==> config.mk <==
export PLATFORM = sky130hd
export DESIGN_NAME = alu_ctrl_issue
export DESIGN_NICKNAME = d
export VERILOG_FILES = /design/src/rtl/alu_ctrl_issue.sv
export SDC_FILE = /design/constraint.sdc
export NUM_CORES = 1
export LEC_CHECK = 0
export ABC_AREA = 1
export ABC_CLOCK_PERIOD_IN_PS = 1300
export CAP_MARGIN = 30
export CORE_MARGIN = 5
export CORE_UTILIZATION = 40
export DETAILED_ROUTE_END_ITERATION = 6
export DONT_BUFFER_PORTS = 1
export GPL_ROUTABILITY_DRIVEN = 0
export GPL_TIMING_DRIVEN = 0
export RECOVER_POWER = 100
export SYNTH_ARGS = -nofsm -noshare
export SYNTH_HDL_FRONTEND = slang
export SYNTH_SLANG_ARGS = --single-unit
==> constraint.sdc <==
create_clock -name clk -period 1.3 [get_ports clk]
set_input_delay 0.26 -clock clk [delete_from_list [all_inputs] [get_ports clk]]
set_output_delay 0.26 -clock clk [all_outputs]
set_load 0.03 [all_outputs]
==> src/rtl/alu_ctrl_issue.sv <==
// Registered ALU-control decoder feeding a DEPTH-entry skid buffer with valid/ready on both sides.
// Optional feature macro: ALU_CTRL_ILLEGAL_TRAP_EN (stores the unsupported-funct flag and drives illegal).
module alu_ctrl_issue #(
  parameter int DEPTH  = 2,
  parameter int CTRL_W = 3
) (
  input  logic              clk,
  input  logic              reset,
  input  logic              in_valid,
  output logic              in_ready,
  input  logic [1:0]        alu_op,
  input  logic [5:0]        funct,
  output logic              out_valid,
  input  logic              out_ready,
  output logic [CTRL_W-1:0] alu_control,
  output logic              illegal
);

  localparam int PTR_W = (DEPTH > 1) ? $clog2(DEPTH) : 1;
  localparam int CNT_W = $clog2(DEPTH + 1);
  localparam logic [PTR_W-1:0] PTR_MAX = PTR_W'(DEPTH - 1);
  localparam logic [CNT_W-1:0] CNT_FULL = CNT_W'(DEPTH);
`ifdef ALU_CTRL_ILLEGAL_TRAP_EN
  localparam int ENTRY_W = CTRL_W + 1;
`else
  localparam int ENTRY_W = CTRL_W;
`endif

  function automatic logic [CTRL_W-1:0] dec_code(input logic [1:0] op, input logic [5:0] fn);
    logic [CTRL_W-1:0] c;
    case (op)
      2'b00:   c = 3'b010;
      2'b01:   c = 3'b110;
      2'b11:   c = 3'b001;
      default: begin
        case (fn)
          6'b100000: c = 3'b010;
          6'b100010: c = 3'b110;
          6'b100100: c = 3'b000;
          6'b100101: c = 3'b001;
          6'b101010: c = 3'b111;
          default:   c = 3'b010;
        endcase
      end
    endcase
    return c;
  endfunction

`ifdef ALU_CTRL_ILLEGAL_TRAP_EN
  function automatic logic dec_unsup(input logic [1:0] op, input logic [5:0] fn);
    logic u;
    u = 1'b0;
    if (op == 2'b10) begin
      case (fn)
        6'b100000, 6'b100010, 6'b100100, 6'b100101, 6'b101010: u = 1'b0;
        default: u = 1'b1;
      endcase
    end
    return u;
  endfunction
`endif

  logic [ENTRY_W-1:0] mem_q [DEPTH];
  logic [CNT_W-1:0]   count_q, count_d;
  logic [PTR_W-1:0]   wr_ptr_q, wr_ptr_d;
  logic [PTR_W-1:0]   rd_ptr_q, rd_ptr_d;
  logic [ENTRY_W-1:0] wr_entry;
  logic               push, pop;

  // Ready depends only on registered occupancy, so a pop never frees a same-cycle push slot.
  assign in_ready  = !reset && (count_q < CNT_FULL);
  assign out_valid = (count_q != '0);
  assign push      = in_valid && in_ready;
  assign pop       = out_valid && out_ready;

`ifdef ALU_CTRL_ILLEGAL_TRAP_EN
  assign wr_entry    = {dec_unsup(alu_op, funct), dec_code(alu_op, funct)};
  assign illegal     = out_valid && mem_q[rd_ptr_q][CTRL_W];
`else
  assign wr_entry    = dec_code(alu_op, funct);
  assign illegal     = 1'b0;
`endif
  assign alu_control = mem_q[rd_ptr_q][CTRL_W-1:0];

  always_comb begin
    count_d  = count_q;
    wr_ptr_d = wr_ptr_q;
    rd_ptr_d = rd_ptr_q;
    if (push) wr_ptr_d = (wr_ptr_q == PTR_MAX) ? '0 : wr_ptr_q + 1'b1;
    if (pop)  rd_ptr_d = (rd_ptr_q == PTR_MAX) ? '0 : rd_ptr_q + 1'b1;
    case ({push, pop})
      2'b10:   count_d = count_q + 1'b1;
      2'b01:   count_d = count_q - 1'b1;
      default: count_d = count_q;
    endcase
  end

  // Buffer storage is cleared on reset so the head reads 000 until the first push.
  always_ff @(posedge clk) begin
    if (reset) begin
      count_q  <= '0;
      wr_ptr_q <= '0;
      rd_ptr_q <= '0;
      for (int i = 0; i < DEPTH; i++) mem_q[i] <= '0;
    end else begin
      count_q  <= count_d;
      wr_ptr_q <= wr_ptr_d;
      rd_ptr_q <= rd_ptr_d;
      if (push) mem_q[wr_ptr_q] <= wr_entry;
    end
  end

`ifdef ALU_CTRL_ILLEGAL_TRAP_EN
  logic illegal_seen;

  always_ff @(posedge clk) begin
    if (reset)                                   illegal_seen <= 1'b0;
    else if (push && wr_entry[CTRL_W])           illegal_seen <= 1'b1;
  end
`endif

endmodule
# After elaboration in Yosys (flattened, before gate mapping)
# Memories as Yosys holds them, arrays and structs flattened. A register that Yosys moved wholly into a read port is not among the register bits.
# Index checks and enable logic that the tools add are counted.
[word_totals]
n_memories = 1
out_inout_bits = 6
rom_bits = 0
latchBits = 0
ramBits = 6
reg_bits = 4
[op_classes]
n_mul = 0
reduce_logical = 8
n_eq_ne = 8
n_bitwise = 0
n_addsub = 4
magnitude_cmp = 1
n_mux = 15
div = 0
shifts = 0
[memory_table]
columns = ["memory", "depth", "width", "read_ports", "rd_ports_with_merged_regs", "write_ports", "line_no", "source"]
rows = [
  ["mem_q", 2, 3, 1, 1, 2, "63", "logic [ENTRY_W-1:0] mem_q [DEPTH];"],
]
[op_table]
columns = ["operator", "count"]
rows = [
  ["6-bit == test, second input constant", 4],
  ["3-bit case mux with 4 select lines", 1],
  ["1-bit 2-to-1 mux", 11],
  ["3-bit case mux with 3 select lines", 1],
  ["2-bit by 1-bit == test with 1-bit output, second input constant", 2],
  ["2-bit == test, second input constant", 2],
  ["2-bit case mux with 2 select lines", 1],
  ["2-bit nonzero test", 2],
  ["1-bit logical AND", 3],
  ["3-bit 2-to-1 mux", 1],
  ["3-bit OR reduction", 1],
  ["1-bit adder, second input constant", 2],
  ["2-bit by 1-bit adder with 2-bit output, second input constant", 1],
  ["2-bit zero test", 1],
  ["2-bit less-than comparator, second input constant", 1],
  ["2-bit by 1-bit subtractor with 2-bit output, second input constant", 1],
  ["1-bit zero test", 1],
]

# Longest topological paths before layout
# Gate-level depths: netlist (run 1).
[logic_depth]
ltp_word = 8
ltp_mapped = 8

# Worst setup path before layout (run 1)
# Ideal clock, no wire load.
[synth_path]
path_kind = "register to register"
from = "register count_q[1]"
to = "register count_q[1]"
required_time_ps = 1186
slack_ps = -176
setup_ps = 114
period_less_slack_ps = 1476
n_path_buf = 0
arrival_ps = 1361
stages_incl_launch_ff = 8
path_cell_list = "dfxtp_1 nor2_2 nand2_2 ha_1 xor2_1 nand2_1 xor2_1 nor2_1"
[synth_between]
elab_chain_len = 5
[synth_rtl]
columns = ["item", "line_no", "source"]
rows = [
  ["start: declaration", "64", "logic [CNT_W-1:0] count_q, count_d;"],
  ["start signal: assignment", "106", "count_q <= count_d;"],
  ["2-bit less-than comparator *", "71", "assign in_ready = !reset && (count_q < CNT_FULL);"],
  ["1-bit logical AND *", "71", ""],
  ["via in_ready", "10", "output logic in_ready,"],
  ["1-bit logical AND *", "73", "assign push = in_valid && in_ready;"],
  ["2-bit by 1-bit == test with 1-bit output / 2-bit == test (equally long branches)", "91", "case ({push, pop})"],
  ["2-bit case mux with 2 select lines / 2-bit nonzero test (equally long branches)", "n/a", ""],
]
# The timed path passes the listed nets; every way through them passes the cells marked *.
# A chain may end at the register's enable or synchronous reset.

# Final worst setup path (run 1)
[layout_path]
from = "register count_q[1]"
to = "register count_q[1]"
[layout_lines]
columns = ["item", "line_no", "source"]
rows = [
  ["2-bit nonzero test *", "72", "assign out_valid = (count_q != '0);"],
  ["via out_valid", "13", "output logic out_valid,"],
  ["1-bit logical AND *", "74", "assign pop = out_valid && out_ready;"],
  ["via pop", "68", "logic push, pop;"],
  ["2-bit by 1-bit == test with 1-bit output / 2-bit == test (equally long branches)", "91", ""],
  ["2-bit case mux with 2 select lines / 2-bit nonzero test (equally long branches)", "n/a", ""],
]
# Marked as above.

==> results.md, run 1 <==
* Clock share of power at 21.9%
* Synth async-reset ratio at 0%
* Sequential share of power at 43.9%
* Syn nets at 89
* Diodes inserted at 0
* All-Layer GR Usage at 10.1%
* CTS tree: done
* DRT Wirelength at 1080 microns
* Clock transition at path regs at 0.07 ns
* Multi-input gate area at 350 sq um
* # port buffers at 0
* Synth Instances at 76
* DIE AREA at 0.00247 sq mm
* Setup CP Type: flop to flop
* Total negative slack at -0.168 ns
* Drc violations at 0
* WP data arrival at 1.59 ns
* Synth area leader: edfxtp_1
* Initial DRT Pass Iterations at 2
* Fillers at 153
* Synth unique cells at 21
* First-pass GRT wire length at 1890 microns
* Max-slew violations at 0
* Final-report setup violation count at 5
* PD cells at 1380 mW/mm^2
* Clk buf depth at 2
* CTS Sinks at 11
* Critical Path RT at 1.47 ns
* Total gr overflow at 0
* Number of synthesized flops with an enable pin at 6
* WHS at 0.0451 ns
* MaxCap Viol Count at 0
* Peak VDD IR at 662 uV
* Pint at 686 uW
* Starting DRT DRC Count at 2
* Initial antenna violation count at 0
* Synth Cell Area at 631 sq um
* Core Region at 0.00151 sq mm
* Combinational fraction of design power at 34.2%
* Buffers & Inverters on Critical Path at 1
* Final Critical Period at 1.43 ns
* Fmax at 700 MHz
* Synth warnings at 0
* CP endpoint kind: flop
* Fin cells at 99
* Remaining antenna violation count after routing at 0
* Run status: finished with violations
* Synthesized area per cell at 8.30 sq um
* PnR worst setup slack at -0.129 ns
* Vias per cell at 4.80
* Most frequent CP cell: xor2_1
* Starting density of the core at 41.9%
* Slowest stage cell, crit path: dfxtp_4
* Net Sw Power at 360 uW
* Layout cells sized above 1 at 38.6%
* H-tree levels at 1
* Sequential fraction of the synthesis area at 44.4%
* Routed wire per std cell at 10.9 microns
* Area Overhead vs Synth at 20.2%
* Die Y at 49.7 microns
* Violated checks: negative setup slack
* Switching power share of the total at 34.4%
* Hold Fails Final Rpt at 0
* Area contributors post-synth: edfxtp_1 29%, dfxtp_1 16%, nor2_1 7.1%
* Nets at 97
* Root Driver: clkbuf_4
* CP Cell Sequence: or2_4 > nand2_4 > inv_4 > ha_4 > xor2_1 > nand2_1 > xor2_1 > nor2_1
* Commonest non-fill, non-tap cells in the layout: 12 x nor2_1, 9 x nand2_1, 7 x inv_1, 7 x a21oi_1, 6 x edfxtp_1
* IO Count at 18
* Via count at 475
* Number of global-route vias before repair at 466
* Core Util, Final at 50.3%
* Top cell type's share of synthesized area at 28.6%
* DIE WIDTH at 49.7 microns
* Register area at 287 sq um
* Commonest non-fill, non-tap cell in the layout: nor2_1
* Rows at 14
* Crit path largest cell delay at 0.36 ns
* Crit share post-route at 110%
* Hpwl dp at 861 microns
* Clock latency on the worst-skew pair at 0.27 ns
* Largest net degree at the start of global routing at 7
* CP Launch Type: flop
* RSZ-0062 raised after global routing: true
* CP delay by family, top: simple AND/OR/NAND/NOR gates
* Hold crit path type: input pin to flop
* Leak Pwr at 0.345 nW
* Num CTS Buffers at 3
* Crit Path Max Fanout at 3
* Placed Cells at 92
* Synth Flop Type: edfxtp_1
* #FFs+latches synth at 11
* Setup Skew at 0.00385 ns
==> cell type report <==
| class | instances | share of cell area (%) |
|---|---|---|
| plain buffers | 1 | 0.990 |
| inverters | 11 | 5.94 |
| clock buffers | 4 | 3.47 |
| flip-flops and latches | 11 | 37.8 |
| repair buffers | 3 | 2.97 |
| well taps | 16 | 2.64 |
| multi-input cells | 53 | 46.2 |
==> flip-flops by register name, indices dropped and copies added, names as in the netlist, named ones only <==
register  count
mem_q         6
rd_ptr_q      1
count_q       2
wr_ptr_q      1
==> metal layers <==
layer | GRT usage (%) | share of wire, % | vias to the layer above
met5 | 0 | 0 | -
met4 | 3.93 | 1.6 | 0
met3 | 4.52 | 5.8 | 4
met2 | 15.7 | 53 | 9
met1 | 12.1 | 40 | 210
li1 | - | - | 252
==> logic make-up after synthesis <==
kind of cell	Yosys count	synth area share (%)
fa+ha+maj	1	1.98
mux	3	5.36
compound gates	9	7.74
xor+xnor	2	2.78
buf+inv	12	7.94
other cells	1	0.595
simple gates	37	29.2
flops	11	44.4
==> final timing paths <==
| path | end | slack, ns | cells past startpoint | start |
|---|---|---|---|---|
| min | count_q[1]$_SDFFE_PP0P_ | 0.05 | 1 | reset |
| max | count_q[1]$_SDFFE_PP0P_ | -0.13 | 8 | count_q[1]$_SDFFE_PP0P_ |
| min reg2reg | rd_ptr_q$_SDFFE_PP0P_ | 0.46 | 1 | rd_ptr_q$_SDFFE_PP0P_ |
| max reg2reg | count_q[1]$_SDFFE_PP0P_ | -0.13 | 8 | count_q[1]$_SDFFE_PP0P_ |
==> metrics by stage <==
stage | area (sq um) | power (mW) | setup slack [ns]
3_3_place_gp | 669 | 0.755 | -0.153
3_5_place_dp | 669 | 0.766 | -0.158
4_1_cts | 742 | 1.05 | -0.137
5_1_grt | 758 | 1.12 | -0.164
6_report | 758 | 1.05 | -0.129
2_1_floorplan | 649 | 0.726 | -0.0911
==> cells in the mapped netlist, types with 2 or more instances <==
cell type,instances
inv_2,2
a21oi_1,7
inv_1,8
nand2_2,4
xor2_1,2
edfxtp_1,6
nand3_1,2
dfxtp_1,5
nor2_1,12
mux2_2,3
nor2_2,5
nand2_1,11
==> power groups by stage <==
stage	clock network [mW]	registers [mW]	logic, mW
CTS	0.238	0.460	0.354
finish	0.229	0.459	0.357
detailed placement	0	0.464	0.302
global route	0.263	0.466	0.391
floorplan	0	0.456	0.270
global placement	0	0.462	0.293
==> what timing repair did <==
action / 4_1_cts / 5_1_grt
gates resized for setup: 10 / 5
setup buffers: 2 / 1
pin swaps: 8 / 0
hold buffers: 0 / 0
endpoints found under the setup margin: 8 / 9
(Power assumes the default switching activity.)
==> run 2, diff against run 1 <==
--- a/config.mk
+++ b/config.mk
@@ -10,6 +10,8 @@
 export CAP_MARGIN = 30
 export CORE_MARGIN = 5
 export CORE_UTILIZATION = 40
+export CTS_BUF_LIST = sky130_fd_sc_hd__clkbuf_2
+export CTS_CLUSTER_SIZE = 12
 export DETAILED_ROUTE_END_ITERATION = 6
 export DONT_BUFFER_PORTS = 1
 export GPL_ROUTABILITY_DRIVEN = 0
==> results.md, run 2 (synthesized netlist as in run 1, its figures left out) <==
* Hold crit path type: input pin to flop
* Remaining antenna violation count after routing at 0 (unchanged)
* Num CTS Buffers at 3 (unchanged)
* CTS tree: done
* Setup Skew at 0.00927 ns (+0.00542 ns)
* DIE AREA at 0.00247 sq mm (unchanged)
* First-pass GRT wire length at 1900 microns (+0.37%)
* DRT Wirelength at 1070 microns (-0.84%)
* Switching power share of the total at 35.7% (+1.3 points)
* WHS at 0.0432 ns (-0.00188 ns)
* Crit path largest cell delay at 0.38 ns (+0.02 ns)
* Number of global-route vias before repair at 463 (-0.64%)
* CP Launch Type: flop
* Sequential share of power at 45.3% (+1.4 points)
* Commonest non-fill, non-tap cells in the layout: 12 x nor2_1, 9 x nand2_1, 8 x inv_1
* CP Cell Sequence: or2_4 > nand2_4 > inv_4 > ha_4 > xor2_1 > nand2_1 > xor2_1 > nor2_1
* PnR worst setup slack at -0.134 ns (-0.00523 ns)
* PD cells at 1340 mW/mm^2 (-3.2%)
* Net Sw Power at 361 uW (+0.53%)
* Clock share of power at 19.1% (-2.8 points)
* Core Region at 0.00151 sq mm (unchanged)
* Combinational fraction of design power at 35.6% (+1.4 points)
* Most frequent CP cell: xor2_1
* Clock latency on the worst-skew pair at 0.26 ns (about the same)
* Slowest stage cell, crit path: dfxtp_4
* Commonest non-fill, non-tap cell in the layout: nor2_1
* RSZ-0062 raised after global routing: true
* Run status: finished with violations
* Initial DRT Pass Iterations at 2 (unchanged)
* CP endpoint kind: flop
* Peak VDD IR at 616 uV (-6.9%)
* Total gr overflow at 0 (unchanged)
* CP delay by family, top: simple AND/OR/NAND/NOR gates
* WP data arrival at 1.60 ns (about the same)
* Layout cells sized above 1 at 38.6% (unchanged)
* Violated checks: negative setup slack
* # port buffers at 0 (unchanged)
* H-tree levels at 1 (unchanged)
* DIE WIDTH at 49.7 microns (unchanged)
* Crit Path Max Fanout at 3 (unchanged)
* Clock transition at path regs at 0.11 ns (+0.04 ns)
* Max-slew violations at 0 (unchanged)
* Setup CP Type: flop to flop
* Diodes inserted at 0 (unchanged)
* Leak Pwr at 0.358 nW (+3.8%)
* Die Y at 49.7 microns (unchanged)
* Buffers & Inverters on Critical Path at 1 (unchanged)
* Largest net degree at the start of global routing at 7 (unchanged)
* Via count at 477 (+0.42%)
* Nets at 97 (unchanged)
* Root Driver: clkbuf_2
* Critical Path RT at 1.47 ns (about the same)
* Design Power at 1.01 mW (-3.2%)
* Rows at 14 (unchanged)
* Pint at 651 uW (-5.1%)
* Final-report setup violation count at 7 (+2)
* Routed wire per std cell at 10.8 microns (-0.84%)
* Hpwl dp at 861 microns (unchanged)
* Biggest regs: mem_q x6, count_q x2
* CTS Sinks at 11 (unchanged)
* Clk buf depth at 2 (unchanged)
* Final Critical Period at 1.43 ns (+0.00523 ns)
* IO Count at 18 (unchanged)
* MaxCap Viol Count at 0 (unchanged)
* Starting density of the core at 41.9% (unchanged)
* Area Overhead vs Synth at 20.2% (unchanged)
* Cts hold-fix bufs at 0 (unchanged)
* Fmax at 697 MHz (-0.36%)
* Core Util, Final at 50.3% (unchanged)
* Crit share post-route at 110% (+0.40 points)
* Largest register by flop count: mem_q
* Initial antenna violation count at 0 (unchanged)
* Max reg flops at 6 (unchanged)
* Hold Fails Final Rpt at 0 (unchanged)
* All-Layer GR Usage at 10.1% (unchanged)
* Starting DRT DRC Count at 11 (+9)
* Drc violations at 0 (unchanged)
* Vias per cell at 4.82 (+0.42%)
==> run 2: cell types whose count changed in the layout (fill, tap and decap cells not counted), sizes merged <==
cell | previous run | this run
inv | 10 | 11
clkinvlp | 1 | 0
==> run 2: area by class of cell <==
cell class	instances	area (sq um)
Fill cell	156	748
Multi-Input combinational cell	53	355
Sequential cell	11	289
Inverter	11	43.8
Timing Repair Buffer	3	22.5
Clock buffer	4	20.0
Tap cell	16	20.0
Buffer	1	7.51
==> run 2: power by group through the flow <==
stage,clock network [mW],logic [mW],registers [mW]
after global placement,0,0.293,0.462
after floorplan,0,0.270,0.456
after CTS,0.202,0.354,0.460
final,0.193,0.360,0.459
after global routing,0.221,0.393,0.467
after detailed placement,0,0.302,0.464
==> run 2: path summary, 6_finish.rpt <==
| path | startpoint | end | slack [ns] | depth (start not counted) |
|---|---|---|---|---|
| min reg2reg | rd_ptr_q$_SDFFE_PP0P_ | rd_ptr_q$_SDFFE_PP0P_ | 0.47 | 1 |
| max | count_q[1]$_SDFFE_PP0P_ | count_q[1]$_SDFFE_PP0P_ | -0.13 | 8 |
| min | reset | count_q[1]$_SDFFE_PP0P_ | 0.04 | 1 |
| max reg2reg | count_q[1]$_SDFFE_PP0P_ | count_q[1]$_SDFFE_PP0P_ | -0.13 | 8 |
==> run 2: per-stage QoR <==
stage | std cells | worst slack [ns] | instance area [sq um] | setup TNS (ns)
floorplan | 76 | -0.0911 | 649 | -0.115
global placement | 92 | -0.153 | 669 | -0.325
detailed placement | 92 | -0.158 | 669 | -0.372
CTS | 98 | -0.143 | 736 | -0.218
global route | 99 | -0.170 | 758 | -0.879
finish | 99 | -0.134 | 758 | -0.211
==> run 2: worst register-to-register path, delay by kind of cell (launching register included) <==
family        cells  cell delay (ns)
xor+xnor          2             0.29
fa+ha+maj         1             0.14
buf+inv           1             0.04
flops             1             0.38
simple gates      4             0.50
==> run 2: repair_timing <==
item,4_1_cts,5_1_grt
gates resized for setup,10,7
buffers inserted,2,1
setup endpoints to repair,8,13
pin swaps,8,0
==> run 2: per-layer routing <==
metal / track usage, % / part of all wire, % / up-vias
li1: - / - / 252
met1: 12.1 / 40 / 213
met2: 15.7 / 53 / 10
met3: 4.52 / 6.1 / 2
met4: 3.93 / 0.84 / 0
met5: 0 / 0 / -
==> run 3, diff against run 2 <==
--- a/config.mk
+++ b/config.mk
@@ -8,14 +8,18 @@
 export ABC_AREA = 1
 export ABC_CLOCK_PERIOD_IN_PS = 1300
 export CAP_MARGIN = 30
+export CELL_PAD_IN_SITES_DETAIL_PLACEMENT = 0
+export CELL_PAD_IN_SITES_GLOBAL_PLACEMENT = 1
+export CORE_ASPECT_RATIO = 0.75
 export CORE_MARGIN = 5
-export CORE_UTILIZATION = 40
+export CORE_UTILIZATION = 35
 export CTS_BUF_LIST = sky130_fd_sc_hd__clkbuf_2
 export CTS_CLUSTER_SIZE = 12
 export DETAILED_ROUTE_END_ITERATION = 6
 export DONT_BUFFER_PORTS = 1
 export GPL_ROUTABILITY_DRIVEN = 0
 export GPL_TIMING_DRIVEN = 0
+export PLACE_DENSITY_LB_ADDON = 0.1
 export RECOVER_POWER = 100
 export SYNTH_ARGS = -nofsm -noshare
 export SYNTH_HDL_FRONTEND = slang
==> results.md, run 3 (synthesized netlist as in run 1, its figures left out) <==
* Hpwl dp at 803 microns (-6.8%)
* Drc violations at 0 (unchanged)
* Hold Fails Final Rpt at 0 (unchanged)
* CP endpoint kind: flop
* DIE AREA at 0.00276 sq mm (+12%)
* IO Count at 18 (unchanged)
* Worst reg2reg setup slack at -0.13 ns (about the same)
* Number of global-route vias before repair at 457 (-1.3%)
* CTS tree: done
* Initial antenna violation count at 0 (unchanged)
* DRT Wirelength at 1030 microns (-3.7%)
* Setup Skew at 0.0151 ns (+0.00584 ns)
* Place WS at -0.144 ns (+0.0140 ns)
* Placement Cell Area at 677 sq um (+1.1%)
* Fillers at 181 (+16%)
* Crit Path Max Fanout at 3 (unchanged)
* Cts hold-fix bufs at 0 (unchanged)
* Starting DRT DRC Count at 7 (-4)
* Net Sw Power at 353 uW (-2.2%)
* Commonest non-fill, non-tap cell in the layout: nor2_1
* Clock share of power at 18.4% (-0.7 points)
* Total gr overflow at 0 (unchanged)
* First-pass GRT wire length at 1790 microns (-5.4%)
* Hold crit path type: input pin to flop
* DIE WIDTH at 59.0 microns (+19%)
* Rows at 13 (-1)
* Crit share post-route at 110% (-0.60 points)
* Slowest stage cell, crit path: dfxtp_2
* Remaining antenna violation count after routing at 0 (unchanged)
* Placed Cells at 98 (+6.5%)
* Post-route cell area at 758 sq um (unchanged)
* Final Critical Period at 1.43 ns (-0.00780 ns)
* Initial DRT Pass Iterations at 4 (+2)
* WHS at 0.0588 ns (+0.0156 ns)
* Max reg flops at 6 (unchanged)
* Final-report setup violation count at 2 (-5)
* CP Launch Type: flop
* Vias per cell at 4.30 (-11%)
* Root Driver: clkbuf_2
* Peak VDD IR at 552 uV (-10%)
* Core Util, Final at 44.0% (-6.4 points)
* Largest net degree at the start of global routing at 7 (unchanged)
* Nets at 97 (unchanged)
* Die Y at 46.8 microns (-5.9%)
* Multi-input gate area at 349 sq um (-1.8%)
* Layout cells sized above 1 at 41.0% (+2.4 points)
* Setup CP Type: flop to flop
* Biggest regs: mem_q x6, count_q x2
* Area Overhead vs Synth at 20.2% (unchanged)
* PnR worst setup slack at -0.126 ns (+0.00780 ns)
* Switching power share of the total at 35.1% (-0.55 points)
* Run status: finished with violations
* Combinational fraction of design power at 36.1% (+0.5 points)
* Largest register by flop count: mem_q
* Num CTS Buffers at 3 (unchanged)
* Max-slew violations at 0 (unchanged)
* CP delay by family, top: simple AND/OR/NAND/NOR gates
* H-tree levels at 1 (unchanged)
* Register area at 287 sq um (-0.87%)
* Violated checks: negative setup slack
* Leak Pwr at 0.352 nW (-1.7%)
* Routed wire per std cell at 9.80 microns (-9.2%)
* Fmax at 701 MHz (+0.55%)
* Commonest non-fill, non-tap cells in the layout: 12 x nor2_1, 9 x nand2_1, 7 x inv_1, 7 x a21oi_1, 6 x edfxtp_1
* Buffers & Inverters on Critical Path at 1 (unchanged)
* Sequential share of power at 45.4% (about the same)
* Most frequent CP cell: xor2_1
* CP Cell Sequence: or2_4 > nand2_4 > inv_4 > ha_4 > xor2_1 > nand2_1 > xor2_1 > nor2_1
* Pint at 652 uW (+0.18%)
* Via count at 451 (-5.5%)
* CTS Sinks at 11 (unchanged)
* Clk buf depth at 2 (unchanged)
* All-Layer GR Usage at 9.04% (-1.1 points)
* Clock transition at path regs at 0.11 ns (about the same)
* PD cells at 1330 mW/mm^2 (-0.68%)
* Diodes inserted at 0 (unchanged)
* Core Region at 0.00172 sq mm (+14%)
* # port buffers at 0 (unchanged)
* MaxCap Viol Count at 0 (unchanged)
* Design Power at 1.01 mW (-0.68%)
* Starting density of the core at 36.6% (-5.3 points)
* Fin cells at 105 (+6.1%)
* Crit path largest cell delay at 0.36 ns (-0.02 ns)
* RSZ-0062 raised after global routing: true
* Total negative slack at -0.211 ns (-0.0000220 ns)
* WP data arrival at 1.58 ns (-0.02 ns)
* Clock latency on the worst-skew pair at 0.25 ns (about the same)
* Critical Path RT at 1.45 ns (-0.02 ns)
==> run 3: cell type report <==
class                      count  area share, %
clock buffer                   4           2.64
inverter                      11           5.94
tap                           22           3.63
timing repair buffer           3           2.97
buffer                         1          0.990
sequential                    11           37.8
multi-input combinational     53           46.0
==> run 3: path summary, 6_finish.rpt <==
path / from / to / cells after the start
max: count_q[1]$_SDFFE_PP0P_ / count_q[1]$_SDFFE_PP0P_ / 8
min: reset / count_q[1]$_SDFFE_PP0P_ / 1
max reg2reg: count_q[1]$_SDFFE_PP0P_ / count_q[1]$_SDFFE_PP0P_ / 8
min reg2reg: rd_ptr_q$_SDFFE_PP0P_ / flop / 1
==> run 3: worst reg2reg max path, stage by stage, from the launching register on <==
cell and delay, ns:
dfxtp_2 0.36, or2_4 0.29, nand2_4 0.08, inv_4 0.04, ha_4 0.14, xor2_1 0.15, nand2_1 0.08, xor2_1 0.15
nor2_1 0.05
==> run 3: timing repair <==
item / 4_1_cts / 5_1_grt
pin swaps: 8 / 3
hold endpoints to repair: 0 / 0
endpoints found under the setup margin: 8 / 8
setup buffers: 3 / 0
resized for setup: 9 / 3
==> run 3: power by group through the flow <==
stage / sequential [mW] / clock [mW] / combinational [mW]
after floorplan: 0.456 / 0 / 0.270
after global placement: 0.461 / 0 / 0.296
after detailed placement: 0.462 / 0 / 0.294
after CTS: 0.455 / 0.193 / 0.357
after global routing: 0.466 / 0.208 / 0.395
final: 0.457 / 0.185 / 0.364
==> run 3: metal layers <==
layer  global-route usage, %  vias up  wire length, microns
met5                       0        -                     0
met4                    4.07        0                     8
met3                    3.85        2                    89
met2                    15.0       15                   456
met1                    10.4      183                   474
li1                        -      251                     -
